### src/rtl/eeprom_arb.sv
// Two-requester round-robin arbiter in front of a serial EEPROM controller.
// One command is latched per grant, strobed once, and completed by ACK or timeout.
module eeprom_arb #(
  parameter int unsigned TIMEOUT_CYC = 4096
) (
  input  logic        CLK,
  input  logic        RESET,
  input  logic        A_REQ,
  input  logic        A_RW,
  input  logic [10:0] A_ADDR,
  input  logic [7:0]  A_WDATA,
  output logic [7:0]  A_RDATA,
  output logic        A_DONE,
  output logic        A_ERR,
  input  logic        B_REQ,
  input  logic        B_RW,
  input  logic [10:0] B_ADDR,
  input  logic [7:0]  B_WDATA,
  output logic [7:0]  B_RDATA,
  output logic        B_DONE,
  output logic        B_ERR,
  output logic        WR,
  output logic        RD,
  output logic [10:0] ADDR,
  output logic [7:0]  DATA_OUT,
  output logic        DATA_OE,
  input  logic [7:0]  DATA_IN,
  input  logic        ACK,
  output logic        BUSY
);

  typedef enum logic [3:0] {
    S_IDLE  = 4'b0001,
    S_ISSUE = 4'b0010,
    S_WAIT  = 4'b0100,
    S_DONE  = 4'b1000
  } state_t;

  localparam logic [15:0] TMO_LAST = 16'(TIMEOUT_CYC - 1);

  state_t      state, next_state;
  logic        pick_b;
  logic        grant_b;
  logic        last_b;
  logic        cmd_rw;
  logic [10:0] cmd_addr;
  logic [7:0]  cmd_wdata;
  logic [15:0] cnt;
  logic        err;
  logic [7:0]  a_rdata_q;
  logic [7:0]  b_rdata_q;

  always_ff @(posedge CLK or posedge RESET) begin
    if (RESET) state <= S_IDLE;
    else       state <= next_state;
  end

  // B wins only when A is idle or when A was the last one served.
  always_comb begin
    next_state = state;
    pick_b     = B_REQ && (!A_REQ || !last_b);
    case (state)
      S_IDLE:  if (A_REQ || B_REQ) next_state = S_ISSUE;
      S_ISSUE: next_state = S_WAIT;
      S_WAIT:  if (ACK || (cnt == TMO_LAST)) next_state = S_DONE;
      S_DONE:  next_state = S_IDLE;
      default: next_state = S_IDLE;
    endcase
  end

  always_ff @(posedge CLK or posedge RESET) begin
    if (RESET) begin
      grant_b   <= 1'b0;
      last_b    <= 1'b1;
      cmd_rw    <= 1'b0;
      cmd_addr  <= 11'h000;
      cmd_wdata <= 8'h00;
      cnt       <= 16'h0000;
      err       <= 1'b0;
      a_rdata_q <= 8'h00;
      b_rdata_q <= 8'h00;
    end else begin
      case (state)
        S_IDLE: begin
          if (A_REQ || B_REQ) begin
            grant_b   <= pick_b;
            cmd_rw    <= pick_b ? B_RW    : A_RW;
            cmd_addr  <= pick_b ? B_ADDR  : A_ADDR;
            cmd_wdata <= pick_b ? B_WDATA : A_WDATA;
          end
        end
        S_ISSUE: cnt <= 16'h0000;
        S_WAIT: begin
          if (cnt != 16'hFFFF) cnt <= cnt + 16'h0001;
          // ACK takes priority so a coincident timeout still reports success.
          if (ACK) begin
            err <= 1'b0;
            if (cmd_rw) begin
              if (grant_b) b_rdata_q <= DATA_IN;
              else         a_rdata_q <= DATA_IN;
            end
          end else if (cnt == TMO_LAST) begin
            err <= 1'b1;
          end
        end
        S_DONE: last_b <= grant_b;
        default: ;
      endcase
    end
  end

  assign WR       = (state == S_ISSUE) && !cmd_rw;
  assign RD       = (state == S_ISSUE) && cmd_rw;
  assign DATA_OE  = ((state == S_ISSUE) || (state == S_WAIT)) && !cmd_rw;
  assign ADDR     = cmd_addr;
  assign DATA_OUT = cmd_wdata;
  assign BUSY     = (state != S_IDLE);
  assign A_DONE   = (state == S_DONE) && !grant_b;
  assign B_DONE   = (state == S_DONE) && grant_b;
  assign A_ERR    = A_DONE && err;
  assign B_ERR    = B_DONE && err;
  assign A_RDATA  = a_rdata_q;
  assign B_RDATA  = b_rdata_q;

endmodule
### config.mk
export PLATFORM = sky130hd
export DESIGN_NAME = eeprom_arb
export DESIGN_NICKNAME = d
export VERILOG_FILES = /design/src/rtl/eeprom_arb.sv
export SDC_FILE = /design/constraint.sdc
export NUM_CORES = 1
export LEC_CHECK = 0
export ABC_AREA = 1
export BUFFER_PORTS_ARGS = -buffer_cell sky130_fd_sc_hd__buf_2
export CORE_ASPECT_RATIO = 2
export CORE_UTILIZATION = 51
export CTS_CLUSTER_SIZE = 14
export DETAILED_ROUTE_END_ITERATION = 16
export GPL_TIMING_DRIVEN = 0
export PLACE_DENSITY = 0.87
export SYNTH_ARGS = -nofsm -noshare
export SYNTH_HDL_FRONTEND = slang
export SYNTH_SLANG_ARGS = --single-unit
### constraint.sdc
create_clock -name CLK -period 2.27 [get_ports CLK]
set_clock_uncertainty 0.1 [all_clocks]
set_input_delay 0.1135 -clock CLK [delete_from_list [all_inputs] [get_ports CLK]]
set_output_delay 0.1135 -clock CLK [all_outputs]
set_load 0.1 [all_outputs]
### After elaboration in Yosys (flattened, before gate mapping)

Index checks and enable logic that the tools add are counted.

| storage, ports and cells | value |
|---|---|
| logic and storage cells | 56 |
| bits in registers | 59 |
| output and inout bits | 43 |

| operators by class | value |
|---|---|
| add/subtract/negate cells | 1 |
| equal/unequal tests | 10 |
| bitwise operators | 1 |
| muxes and demuxes | 10 |
| reductions and logical operators | 24 |

Operator list:

| operator | count |
|---|---|
| case mux 16 bit (2 select lines) | 1 |
| adder 16 x 1 -> 16 bit (second input constant) | 1 |
| equality test 16 x 12 -> 1 bit (second input constant) | 1 |
| 2-to-1 mux 16 bit | 1 |
| inequality test 16 bit (second input constant) | 1 |
| case mux 4 bit (3 select lines) | 1 |
| 2-to-1 mux 11 bit | 1 |
| logical AND 1 bit | 8 |
| 2-to-1 mux 4 bit | 2 |
| 2-to-1 mux 8 bit | 1 |
| AND reduction 2 bit | 4 |
| AND reduction 4 bit | 2 |
| inequality test 2 bit (second input constant) | 3 |
| equality test 4 x 1 -> 1 bit (second input constant) | 1 |
| equality test 4 x 2 -> 1 bit (second input constant) | 1 |
| equality test 4 x 3 -> 1 bit (second input constant) | 1 |
| equality test 4 bit (second input constant) | 1 |
| logical NOT 1 bit | 4 |
| logical OR 1 bit | 4 |
| inequality test 4 x 1 -> 1 bit (second input constant) | 1 |
| nonzero test 2 bit | 2 |
| 2-to-1 mux 1 bit | 3 |
| inverter 1 bit | 1 |

### Depth between registers and ports, before layout

| logic depth | value |
|---|---|
| depth after elaboration | 4 |
| gate-level depth with buffers | 10 |
| gate-level depth less buffers | 10 |

### Least setup slack after synthesis

OpenSTA, ideal clock, no wires.

| timing path | value |
|---|---|
| path kind | reg-to-output |
| start point | register state[1] |
| end point | output port A_ERR |
| data required time | 2.056 ns |
| setup slack | -0.641 ns |
| buffers on the path | 0 |
| arrival | 2.698 ns |
| cell stages (with the launch flop) | 4 |
| cells stage by stage | dfrtp_1 > nor2_2 > nand3_1 > nor3_1 |

| between the ends | value |
|---|---|
| cells in the longest elaborated chain, start to end | 3 |

RTL lines:

| item | RTL line | text |
|---|---|---|
| start: declaration | 41 | `state_t state, next_state;` |
| start signal: assignment | 55 | `else state <= next_state;` |
| equality test 4 bit | 118 | `assign A_DONE = (state == S_DONE) && !grant_b;` |
| logical AND 1 bit | 118 |  |
| logical AND 1 bit | 120 | `assign A_ERR = A_DONE && err;` |
| end: declaration | 14 | `output logic A_ERR,` |

Every way passes these cells.

### Worst setup path after layout

| timing path | value |
|---|---|
| start point | register state[3] |
| end point | output port DATA_OE |

| between the ends | value |
|---|---|
| cells in the longest elaborated chain, start to end | 3 |
| elaborated cells on any way between the ends | 4 |

RTL lines:

| item | RTL line | text |
|---|---|---|
| equality test 4 x 2 -> 1 bit or equality test 4 x 3 -> 1 bit (tied branches) | 114 | `assign DATA_OE = ((state == S_ISSUE) \|\| (state == S_WAIT)) && !cmd_rw;` |
| logical OR 1 bit (*) | 114 |  |
| logical AND 1 bit (*) | 114 |  |
| end: declaration | 26 | `output logic DATA_OE,` |

Every way passes the cells marked *; elsewhere a longest branch is shown, timed or not.

==> key figures <==
Cells and area
  – Area Overhead vs Synth: 32.0%
  – Area of all placed cells without fillers: 0.00400 mm²
  – Share of layout cells above drive strength 1: 0.301
  – Post-layout util: 0.701
  – Inserted Diodes: 0
  – Total number of nets in the final design: 544

Floorplanning
  – Die extent in y: 111 µm
  – Die boundary width: 56.5 µm
  – Placeable core region: 0.00571 mm²
  – Effective utilization at floorplan: 0.531
  – Total Die Area: 0.00628 mm²
  – IO Count: 96
  – Site Rows: 39

Critical path
  – Worst Reg2Reg Path Length in Cells: 10
  – Kind of start point of the critical path: flop
  – Type of destination of the critical path: output pin
  – Critical path data required time: 2060 ps
  – Reg-to-reg setup timing slack: 430 ps
  – Critical path data arrival time: 1950 ps
  – Kind of critical path: flop to output pin
  – Worst r2r src: state[3]$_DFFE_PP0P_
  – Worst flop-to-flop path endpoint: cnt[15]$_DFFE_PP0P_
  – Highest net fanout along the worst path: 4

Yosys
  – Count of synthesis-stage warnings from yosys: 0
  – Cell type with the highest aggregate area in the netlist: sky130_fd_sc_hd__dfrtp_1
  – Simple logic cell fraction of the synthesized area: 0.325
  – Cell types occupying the most area after synthesis: sky130_fd_sc_hd__dfrtp_1 47%, sky130_fd_sc_hd__nand2_1 11%, sky130_fd_sc_hd__nand3_1 9.9%
  – Post-synthesis sequential element count: 59
  – Library cell with the highest instance count after synthesis: sky130_fd_sc_hd__nand2_1
  – Synth Area in XOR/XNOR: 0.00578
  – Post-synth ARST share: 1.00
  – Post-synth EDFFs: 0
  – Number of cells produced by synthesis: 373
  – Adder-Cell Fraction of Synth Area: 0.00413
  – Leading register cell type out of synthesis: sky130_fd_sc_hd__dfrtp_1
  – Yosys top cell area share: 0.470
  – Mapped Nets: ~430
  – Post-synthesis compound-gate area fraction: 0.112
  – Dominant combinational cell family by area after synthesis: simple AND/OR/NAND/NOR gates
  – Most frequent cells after synthesis: 91 x sky130_fd_sc_hd__nand2_1, 60 x sky130_fd_sc_hd__nand3_1, 57 x sky130_fd_sc_hd__dfrtp_1
  – Number of distinct library cell variants in the gate-level netlist after synthesis: 29
  – Mux share of post-synthesis cell area: 0
  – Mean area per synthesized cell: 8.13 µm²
  – Cell area after synthesis: 0.00303 mm²
  – Sequential cell area fraction in the yosys report: 0.488

CTS
  – Clock transition at path regs: 50 ps
  – TritonCTS clock tree: yes
  – CTS Buf Count: 9
  – Clock latency of the later-clocked register in the worst-skew pair: 330 ps
  – Buffer cell driving the clock tree root: sky130_fd_sc_hd__clkbuf_16
  – Number of clock sinks: 59
  – H-tree levels: 3
  – CTS max path bufs: 2
  – PostCTS Resize Cnt: 0

Hold path
  – Hold Path Sink: DATA_OUT[7]$_DFFE_PP0P_
  – HP Class: primary input to flop
  – Hold path depth: 4
  – Min-delay src: A_WDATA[7]

Route
  – Number of nets still failing antenna checks after routing: 0
  – Total vias in the final route: 3,206
  – WL met2: 5010 µm
  – First DRT Iteration DRCs: 141
  – Number of iterations in the first detailed-routing pass: 6
  – Average detailed-routed wire length per instance: 16.6 µm
  – Highest layer used for signal routing: met4
  – Post-detailed-route via-to-cell ratio: between 5 and 6
  – Remaining routing DRC violations: 0
  – Total wire length after detailed routing: 9240 µm
  – Total length of routed met3 wires: 582 µm
  – Met1 Routed Length: 3040 µm

Run status
  – Status: complete, no violations

Place
  – Final Wtd Congestion: 0.905
  – Final HPWL from detailed placement: 5880 µm
  – Worst setup slack before clock tree synthesis: 490 ps
  – Area of placed instances: 0.00361 mm²
  – Count of buffers from port buffering: 95

Timing
  – Number of max-slew violations in the final report: 0
  – Maximum frequency from static timing analysis: 0.462 GHz
  – Slew Limit Headroom: 0.555
  – Share of the clock period used by the worst path after layout: 0.953
  – Hold Vio Cnt, Final: 0
  – Measured slew at the worst slew-check pin: 667 ps
  – Setup repair after global routing missed its margin: no
  – Minimum clock period: 2160 ps
  – Number of endpoints failing setup at the final stage: 0
  – Crit path setup slack, layout: 106 ps

Pwr
  – Pwr dens: between 1500 and 2000 mW/mm²
  – Leakage power of the design: 0.00202 µW
  – Maximum vdd drop: approximately 1.8 mV

Global routing
  – Vias in the first global route: 3,324
  – Pin count of the biggest net entering global routing: 31
  – First-pass GRT wire length: ~15,000 µm
  – All-layer global routing usage: 0.316
  – Initial antenna violation count: 0
  – Residual overflow from global routing: 0

Run
  – Max-cap violations: 0
what timing repair did:
action	CTS	global route
hold buffers	10	0
buffers inserted	0	0
hold endpoints to repair	42	0
metal layers:
metal	track usage	vias up
met4	0.233	0
met3	0.0793	57
met5	0	-
met1	0.312	1524
met2	0.547	167
li1	-	1458
sequential cells by signal, summed over array words and instances (netlist names):
name	cells
state	4
B_RDATA	8
err	1
grant_b	1
last_b	1
cnt	16
DATA_OUT	8
ADDR	11
cmd_rw	1
A_RDATA	8
kinds of logic (layout without fill, tap and decap cells):
group / count (synthesis) / in the layout
XOR/XNOR: 2 / 2
AO/OA/AOI/OAI: 54 / 54
buffers and inverters: 46 / 168
AND/OR/NAND/NOR: 211 / 211
adder cells (fa/ha/maj): 1 / 1
flip-flops: 59 / 59
worst max-delay path by stage:
stage / start / cells after the start / slack [ps] / end
floorplan: state[1]$_DFFE_PP0P_ / 3 / -640 / A_ERR
global placement: RESET / 2 / -70 / DATA_OUT[0]$_DFFE_PP0P_
detailed placement: cnt[1]$_DFFE_PP0P_ / 10 / 490 / cnt[6]$_DFFE_PP0P_
CTS: state[3]$_DFFE_PP0P_ / 8 / 130 / DATA_OE
global route: state[3]$_DFFE_PP0P_ / 8 / 40 / DATA_OE
finish: state[3]$_DFFE_PP0P_ / 8 / 110 / DATA_OE
cell usage in the layout (no fill, tap or decap), types with 2 or more instances in the layout:
cell type | netlist | routed
sky130_fd_sc_hd__inv_1 | 31 | 30
sky130_fd_sc_hd__nor2_1 | 29 | 28
sky130_fd_sc_hd__nand3_2 | 3 | 3
sky130_fd_sc_hd__o21ai_0 | 26 | 26
sky130_fd_sc_hd__o21bai_1 | 2 | 2
sky130_fd_sc_hd__nand2_1 | 91 | 91
sky130_fd_sc_hd__dfstp_2 | 2 | 2
sky130_fd_sc_hd__or2_2 | 3 | 3
sky130_fd_sc_hd__nor2_4 | 2 | 2
sky130_fd_sc_hd__dlygate4sd3_1 | 0 | 10
sky130_fd_sc_hd__buf_2 | 7 | 102
sky130_fd_sc_hd__o21a_1 | 19 | 19
sky130_fd_sc_hd__clkbuf_16 | 0 | 9
sky130_fd_sc_hd__buf_12 | 1 | 2
sky130_fd_sc_hd__o31ai_1 | 2 | 2
sky130_fd_sc_hd__nand2_2 | 8 | 8
sky130_fd_sc_hd__clkinv_2 | 0 | 3
sky130_fd_sc_hd__nand2_4 | 2 | 2
sky130_fd_sc_hd__nand3_1 | 60 | 60
sky130_fd_sc_hd__dfrtp_1 | 57 | 57
sky130_fd_sc_hd__nor2_2 | 3 | 4
sky130_fd_sc_hd__xor2_1 | 2 | 2
sky130_fd_sc_hd__inv_2 | 1 | 2
sky130_fd_sc_hd__nand4_1 | 6 | 6
sky130_fd_sc_hd__o21ai_2 | 2 | 2
sky130_fd_sc_hd__nor3_1 | 3 | 3
sky130_fd_sc_hd__clkbuf_1 | 6 | 7
critical path, stage by stage, from the launching register on:
cell	delay, ps
sky130_fd_sc_hd__dfrtp_1	400
sky130_fd_sc_hd__inv_1	100
sky130_fd_sc_hd__nand2_1	60
sky130_fd_sc_hd__nor2_1	160
sky130_fd_sc_hd__inv_1	140
sky130_fd_sc_hd__nand2_4	130
sky130_fd_sc_hd__inv_1	100
sky130_fd_sc_hd__nor2_2	90
sky130_fd_sc_hd__buf_2	430
final cells by class:
class / instances / area (µm²)
clock inverter: 5 / 52.6
sequential: 59 / 1480
clock buffer: 11 / 243
timing repair buffer: 106 / 596
buffer: 14 / 77.6
tap: 61 / 76.3
fill: 388 / 1710
multi-input combinational: 268 / 1360
inverter: 32 / 120
through the flow:
step / power, µW / std cells / hold slack (ps) / setup TNS [ps]
6_report: 7090 / 556 / 14.6 / 0
5_1_grt: 7330 / 556 / 31.1 / 0
4_1_cts: 7050 / 556 / 14.0 / 0
3_5_place_dp: 5660 / 530 / 137 / 0
3_3_place_gp: 5600 / 529 / 194 / -4150
2_1_floorplan: 4970 / 373 / 79.9 / -1280
power breakdown:
| group | switching, µW | internal [µW] |
|---|---|---|
| Combinational | 3350 | 691 |
| Clock | 463 | 872 |
| Sequential | 259 | 1460 |
Note: power is estimated with default switching activity, not from simulation.
